==> src/rtl/if_id_inst_queue_pkg.sv <==
// Shared constants for the fetch-to-decode instruction queue.
// Packet layout is {pc, inst}, 32 bits each.
package if_id_inst_queue_pkg;

   localparam int IF_TO_ID_BUS_SIZE = 64;
   localparam int IQ_DEPTH          = 4;

   typedef struct packed {
      logic [31:0] pc;
      logic [31:0] inst;
   } if_id_pkt_t;

endpackage : if_id_inst_queue_pkg

==> src/rtl/if_id_inst_queue.sv <==
// Fetch-to-decode instruction FIFO: buffers {pc, inst} packets so a decode stall
// never loses SRAM read data, with valid/allow handshakes on both sides and flush.
module if_id_inst_queue
   import if_id_inst_queue_pkg::*;
#(
   parameter int DEPTH = IQ_DEPTH,
   parameter int BUS_W = IF_TO_ID_BUS_SIZE
) (
   input  logic                      clk,
   input  logic                      resetn,
   input  logic                      in_valid,
   input  logic [BUS_W-1:0]          in_bus,
   output logic                      in_allow,
   output logic                      out_valid,
   output logic [BUS_W-1:0]          out_bus,
   input  logic                      out_allow,
   input  logic                      flush,
   output logic [$clog2(DEPTH):0]    count
);

   localparam int PTR_W = $clog2(DEPTH);
   localparam int CNT_W = PTR_W + 1;
   localparam logic [CNT_W-1:0] FULL_CNT = CNT_W'(DEPTH);

   logic [BUS_W-1:0] r_mem [DEPTH];
   logic [PTR_W-1:0] r_wr_ptr;
   logic [PTR_W-1:0] r_rd_ptr;
   logic [CNT_W-1:0] r_count;

   logic w_push;
   logic w_pop;

   // in_allow looks only at registered occupancy, so a pop never frees a slot
   // for a push in the same cycle; this keeps out_allow off the fetch timing path.
   assign in_allow  = (r_count != FULL_CNT) & resetn;
   assign out_valid = (r_count != '0);
   assign out_bus   = r_mem[r_rd_ptr];
   assign count     = r_count;

   assign w_push = in_valid & in_allow  & ~flush;
   assign w_pop  = out_valid & out_allow & ~flush;

   // NOTE: sequential state uses non-blocking assignments so every register
   // samples the pre-edge values of its neighbours.
   always_ff @(posedge clk) begin
      if (!resetn) begin
         r_wr_ptr <= '0;
         r_rd_ptr <= '0;
         r_count  <= '0;
      end else if (flush) begin
         r_wr_ptr <= '0;
         r_rd_ptr <= '0;
         r_count  <= '0;
      end else begin
         if (w_push) r_wr_ptr <= r_wr_ptr + PTR_W'(1);
         if (w_pop)  r_rd_ptr <= r_rd_ptr + PTR_W'(1);
         case ({w_push, w_pop})
            2'b10:   r_count <= r_count + CNT_W'(1);
            2'b01:   r_count <= r_count - CNT_W'(1);
            default: r_count <= r_count;
         endcase
      end
   end

   // NOTE: the array is cleared on reset so out_bus reads zero until the first
   // push; flush leaves the data alone because out_valid already masks it.
   always_ff @(posedge clk) begin
      if (!resetn) begin
         for (int i = 0; i < DEPTH; i++) r_mem[i] <= '0;
      end else if (w_push) begin
         r_mem[r_wr_ptr] <= in_bus;
      end
   end

endmodule : if_id_inst_queue

==> config.mk <==
export PLATFORM = sky130hd
export DESIGN_NAME = if_id_inst_queue
export DESIGN_NICKNAME = d
export VERILOG_FILES = /design/src/rtl/if_id_inst_queue_pkg.sv /design/src/rtl/if_id_inst_queue.sv
export SDC_FILE = /design/constraint.sdc
export NUM_CORES = 1
export LEC_CHECK = 0
export CORE_ASPECT_RATIO = 0.75
export CORE_MARGIN = 2
export CORE_UTILIZATION = 50
export DETAILED_ROUTE_END_ITERATION = 12
export PLACE_DENSITY = 0.78
export SLEW_MARGIN = 20
export SYNTH_ARGS = -nofsm -noshare
export SYNTH_HDL_FRONTEND = slang
export SYNTH_SLANG_ARGS = --single-unit
==> constraint.sdc <==
create_clock -name clk -period 7.59 [get_ports clk]
set_input_delay 1.1385 -clock clk [delete_from_list [all_inputs] [get_ports clk]]
set_output_delay 1.1385 -clock clk [all_outputs]
set_load 0.01 [all_outputs]
==> flow_summary.toml, run 1 <==
[power]
pwr-share-seq_pct = 54.3
intPower_uw = 2470
switching_power_uw = 632
p_per_area_nw_per_um2 = 223
swShare_pct = 20.4
pwr-share-comb_pct = 6.7
vdd_drop_max_uv = 135
p_leak_uw = 0.00510
clkPwrFrac_pct = 39.0

[logic_synthesis]
netlist_top_cells_count = "256 x edfxtp_1, 194 x and2_1, 64 x and3_1, 64 x mux4_2, 18 x clkbuf_1"
synth_top_area_share_pct = 66.4
syn_inst = 678
avgSynthCellArea_sq_um = 17.1
synth_area_leader_cell = "edfxtp_1"
ys_seq_area_share_pct = 67.9
yosysMostFrequentCell = "edfxtp_1"
synth_edf_count = 256
synth.top_cells.by_area = "edfxtp_1 66%, mux4_2 12%, and2_1 10%"
synth_cell_type_count = 33
synth-async-reset-ratio_pct = 0
synthesis.nets = 749
netlist_area_sq_um = 11600
yosys_warnings = 0
ys_ff_latch = 265
synth_top_flop_cell = "edfxtp_1"

[final_layout]
antenna_cells = 0
fin_nets = 873
fin_cells = 1120
areaGrowthSynthToFinish_pct = 20.1
fillCellCount = 1670
drive_gt1_share_pct = 14.4

[worst_hold_path]
hold_path_class = "reg -> reg"

[timing]
tightest_slew_ns = 1.10
rsz0062_at_grt = "false"
fmax_mhz = 234
clock_skew_ns = 0.00703
finalCritPeriodShare_pct = 56.3
timing.setup.tns_ns = 0
setup_viol = 0
drv_slew = 0
timing.slew.headroom_pct = 26.9
post-route-min-period_ns = 4.28
finalHoldViolCount = 0

[global_route]
grt_pass1_wl_um = 37300
grt_pass1_vias = 6529
track_usage_pct = 19.9
antenna_found_initial = 0
grt_overflow_total = 0
grt_max_degree = 67

[floorplan]
pin_count = 138
die-area_sq_um = 24400
rows = 48
die_w_um = 180
start_util_pct = 50.6
die_y_um = 136
coreArea_sq_um = 22900

[outcome]
outcome = "finished, final reports clean"

[setup_path]
slowest_stage = "buf_4"
crit_type = "reg -> out"
cp_cell_sequence = "buf_4, mux4_2, clkdlybuf4s50_1"
crit_path_start_kind = "register"
end_kind = "primary output"
worstPathRequired_ns = 6.45
critPathTopFamily = "buffers and inverters"
path_buf_inv = 2
crit_path_max_fanout = 46
cp_data_arrival_time_ns = 3.14
max_stage_delay_ns = 0.80

[job]
cap_violations = 0

[placed_design]
dp_hpwl_um = 12700
place_inst = 1073
place.port_buffers = 137
gp_congestion = 0.710

[clocking]
cts_tree = "yes"
cts_buffers = 27
ctsHoldBuffers = 0
root_buffer = "clkbuf_16"
htreeDepth = 1
cts-resized-gates = 0
cts_buffer_depth = 3
cts_num_sinks = 265
clk_pin_slew_ns = 0.06
cts_setup_buffers = 0
clock_latency_ns = 0.51

[drt]
ant_nets = 0
vias = 6067
drt_iter0_markers = 611
viasPerCell = 5.42
wl_per_cell_um = 21.4
firstDrtPassIters = 4
route.detailed.drc = 0
drt-total-wl_um = 24000
-- cells by family (layout without fill, tap and decap cells) --
logic type	after synthesis	in the layout	synth area share, %
buf+inv	52	194	2.87
mux	64	64	12.4
xor+xnor	4	4	0.302
flops	265	265	67.9
simple gates	282	282	15.7
fa+ha+maj	2	2	0.281
compound gates	9	9	0.486
-- state kept, by name (all words and copies together), names as in the netlist, named ones only --
register / flops
r_rd_ptr: 2
r_wr_ptr: 2
r_mem: 256
count: 3
-- power groups by stage --
stage               clock network [uW]  logic, uW  registers [uW]
global route                      1280        223            1690
floorplan                            0       91.8            1710
finish                            1210        208            1690
CTS                               1230        211            1690
detailed placement                   0        210            1720
global placement                     0        209            1710
-- metrics by stage --
| stage | total power (uW) | instance area (sq um) | hold WS [ns] | util [%] | worst slack (ns) |
|---|---|---|---|---|---|
| 2_1_floorplan | 1800 | 11600 | 0.485 | - | 1.24 |
| 3_3_place_gp | 1920 | 13100 | 0.510 | 57.3 | 3.31 |
| 3_5_place_dp | 1930 | 13100 | 0.514 | 57.3 | 3.27 |
| 4_1_cts | 3130 | 13900 | 0.535 | 60.8 | 3.19 |
| 5_1_grt | 3200 | 13900 | 0.569 | 60.8 | 3.07 |
| 6_report | 3100 | 13900 | 0.537 | 60.8 | 3.31 |
-- area by class of cell --
class / instances / area, sq um / share of cell area (%)
timing repair buffer: 144 / 1420 / 10.2
clock inverter: 9 / 71.3 / 0.513
multi-input combinational: 361 / 3420 / 24.6
inverter: 3 / 11.3 / 0.0810
clock buffer: 38 / 727 / 5.23
sequential: 265 / 7880 / 56.6
tap: 300 / 375 / 2.70
-- worst paths after layout --
path,start,to,slack (ns),depth (start not counted)
setup / recovery,register,out_bus[8],3.31,3
hold / removal,r_rd_ptr[0],r_rd_ptr[0],0.54,2
setup reg to reg,count[0],r_mem[3][9],4.61,5
hold reg to reg,r_rd_ptr[0],r_rd_ptr[0],0.54,2
-- layout by cell type (no fill, tap or decap), types with 2 or more instances in the layout --
| master | netlist | routed |
|---|---|---|
| a21oi_1 | 2 | 2 |
| nor4b_4 | 2 | 2 |
| nand2b_4 | 0 | 2 |
| xor2_1 | 4 | 4 |
| nor2_1 | 7 | 7 |
| or3_1 | 2 | 2 |
| clkdlybuf4s50_1 | 0 | 137 |
| o21ai_0 | 3 | 2 |
| clkbuf_16 | 0 | 27 |
| clkinv_1 | 0 | 3 |
| clkbuf_1 | 18 | 10 |
| nand2b_1 | 4 | 2 |
| dfxtp_1 | 9 | 7 |
| and3_1 | 64 | 64 |
| clkinv_2 | 0 | 3 |
| clkinvlp_4 | 0 | 2 |
| buf_4 | 2 | 7 |
| inv_1 | 3 | 3 |
| and2_1 | 194 | 194 |
| dfxtp_4 | 0 | 2 |
| edfxtp_1 | 256 | 256 |
| mux4_2 | 64 | 64 |
-- per-layer routing --
metal  share of wire [%]  vias up  wire length, um  track usage [%]
li1                    -     2804                -                -
met1                  43     3024            10400             28.6
met2                  48      219            11600             32.7
met3                 7.4       20             1790             2.95
met4                0.94        0              225             4.07
met5                   0        -                0                0
-- tightest hold or removal path, cell delays in order, from the launching register on --
cell and delay [ns]:
dfxtp_1 0.34, xor2_1 0.09, nor2_1 0.07
(Power assumes the default switching activity.)
==> run 2: changes to the inputs <==
--- a/config.mk
+++ b/config.mk
@@ -9,7 +9,7 @@
 export CORE_MARGIN = 2
 export CORE_UTILIZATION = 50
 export DETAILED_ROUTE_END_ITERATION = 12
-export PLACE_DENSITY = 0.78
+export PLACE_DENSITY = 0.81
 export SLEW_MARGIN = 20
 export SYNTH_ARGS = -nofsm -noshare
 export SYNTH_HDL_FRONTEND = slang
==> constraint.sdc (replaced) <==
create_clock -name clk -period 3.8 [get_ports clk]
set_input_delay 0.57 -clock clk [delete_from_list [all_inputs] [get_ports clk]]
set_output_delay 0.57 -clock clk [all_outputs]
set_load 0.01 [all_outputs]
==> run 2 against run 1 <==
  * Critical endpoint is now out_bus[27]
  * Register-to-register slack worse by 3.2 ns
  * Via count is 5.1% higher
  * Global-route usage is 0.78 points higher
  * Wire length is 5.0% higher
  * Critical path type unchanged
  * Sequential share of layout area is 0.80 points lower
  * Sequential power is 99% higher
  * Largest power group unchanged
  * Non-clock buffer count is 12 higher
  * Combinational power is 110% higher
  * Final cell count is 0.98% higher
  * Power is 100% higher
  * Sequential cell count stayed put
==> flow_summary.toml, run 2 (synthesis gave the netlist of run 1 again) <==
[outcome]
outcome = "finished, final reports clean"

[setup_path]
crit_type = "reg -> out"
crit_path_max_fanout = 16
path_depth = 3
r2r_start = "count[2]"
r2r_cells = 8
end_kind = "primary output"
reg2reg_to = "count[2]"
rrSetupSlack_ns = 1.37
critPathTopFamily = "buffers and inverters"
path_buf_inv = 2
cp_cell_sequence = "buf_4, mux4_2, clkdlybuf4s50_1"
slowest_stage = "mux4_2"
crit_path_start_kind = "register"
max_stage_delay_ns = 0.59
worstPathRequired_ns = 3.23
cp_data_arrival_time_ns = 2.57
endpoint = "out_bus[27]"

[placed_design]
gp_congestion = 0.762
place_inst = 1085
place.port_buffers = 137
dp_hpwl_um = 14400

[power]
clkPwrFrac_pct = 39.3
p_leak_uw = 0.00521
pwr-share-comb_pct = 7.0
swShare_pct = 20.6
intPower_uw = 4980
pwr-share-seq_pct = 53.6
p_per_area_nw_per_um2 = 445
finalPower_uw = 6270
switching_power_uw = 1290
vdd_drop_max_uv = 317

[drt]
vias = 6379
route.detailed.drc = 0
drt-total-wl_um = 25200
dr_wl_met2_um = 11900
drt_iter0_markers = 554
met3WireLength_um = 1770
maxUsedRoutingLayer = "met4"
wl_per_cell_um = 22.3
ant_nets = 0
drt-met1-wl_um = 11300
firstDrtPassIters = 5
viasPerCell = 5.64

[clocking]
cts-resized-gates = 0
ctsHoldBuffers = 0
clock_latency_ns = 0.52
cts_setup_buffers = 0
cts_num_sinks = 265
cts_tree = "yes"
root_buffer = "clkbuf_16"
cts_buffers = 26
htreeDepth = 1
clk_pin_slew_ns = 0.06
cts_buffer_depth = 3

[timing]
finalHoldViolCount = 0
clock_skew_ns = 0.00688
timing.setup.tns_ns = 0
whs_ns = 0.546
tightest_slew_ns = 0.858
post-route-min-period_ns = 3.14
finalCritPeriodShare_pct = 82.5
drv_slew = 0
timing.slew.headroom_pct = 42.6
setup_viol = 0
rsz0062_at_grt = "false"
fmax_mhz = 319

[final_layout]
regMostFlops = "r_mem"
drive_gt1_share_pct = 15.9
fin_cells = 1131
areaGrowthSynthToFinish_pct = 21.8
fillCellCount = 1643
antenna_cells = 0
fin_nets = 884
layout_commonest_cell = "edfxtp_1"
final_cell_mix = "256 x edfxtp_1, 194 x and2_1, 137 x clkdlybuf4s50_1"
largest_register_ffs = 256

[floorplan]
pin_count = 138
rows = 48
die-area_sq_um = 24400
die_w_um = 180
die_y_um = 136
coreArea_sq_um = 22900
start_util_pct = 50.6

[global_route]
track_usage_pct = 20.6
grt_pass1_wl_um = 38600
grt_max_degree = 66
antenna_found_initial = 0
grt_pass1_vias = 6676
grt_overflow_total = 0

[worst_hold_path]
hold_path_class = "reg -> reg"

[job]
cap_violations = 0
[run 2: routing by layer]
layer / GRT usage (%) / vias to the layer above
li1: - / 2839
met5: 0 / -
met3: 4.71 / 24
met1: 29.9 / 3279
met4: 3.66 / 0
met2: 32.9 / 237
[run 2: per-stage QoR]
stage	setup WS, ns	utilization, %	instance area (sq um)
global route	0.536	61.6	14100
floorplan	0.589	-	11600
CTS	0.596	61.6	14100
detailed placement	0.727	58.1	13300
global placement	0.848	58.1	13300
finish	0.665	61.6	14100
[run 2: cell type report]
type	instances	area, sq um	area share, %
timing repair buffer	156	1610	11.4
clock inverter	15	118	0.834
sequential	265	7880	55.8
multi-input combinational	361	3420	24.3
tap	300	375	2.66
clock buffer	31	691	4.90
inverter	3	11.3	0.0798
[run 2: worst min-delay path by stage]
stage	slack, ns	to	cells after the start	start
final	0.55	r_rd_ptr[1]	2	r_rd_ptr[1]
after global routing	0.58	r_rd_ptr[0]	2	r_rd_ptr[0]
after CTS	0.54	r_rd_ptr[1]	2	r_rd_ptr[1]
after detailed placement	0.52	register	2	r_rd_ptr[1]
after global placement	0.51	register	2	r_rd_ptr[1]
after floorplan	0.48	register	2	r_rd_ptr[1]
[run 2: power by group through the flow]
stage	Clock (uW)	Combinational, uW	Sequential, uW
finish	2470	441	3360
global route	2610	470	3370
CTS	2500	445	3360
detailed placement	0	443	3430
global placement	0	437	3420
floorplan	0	184	3420
[run 2: tightest hold or removal path: stages (launching register included)]
cell     delay [ns]
dfxtp_1        0.32
xor2_1         0.07
nor2_1         0.11
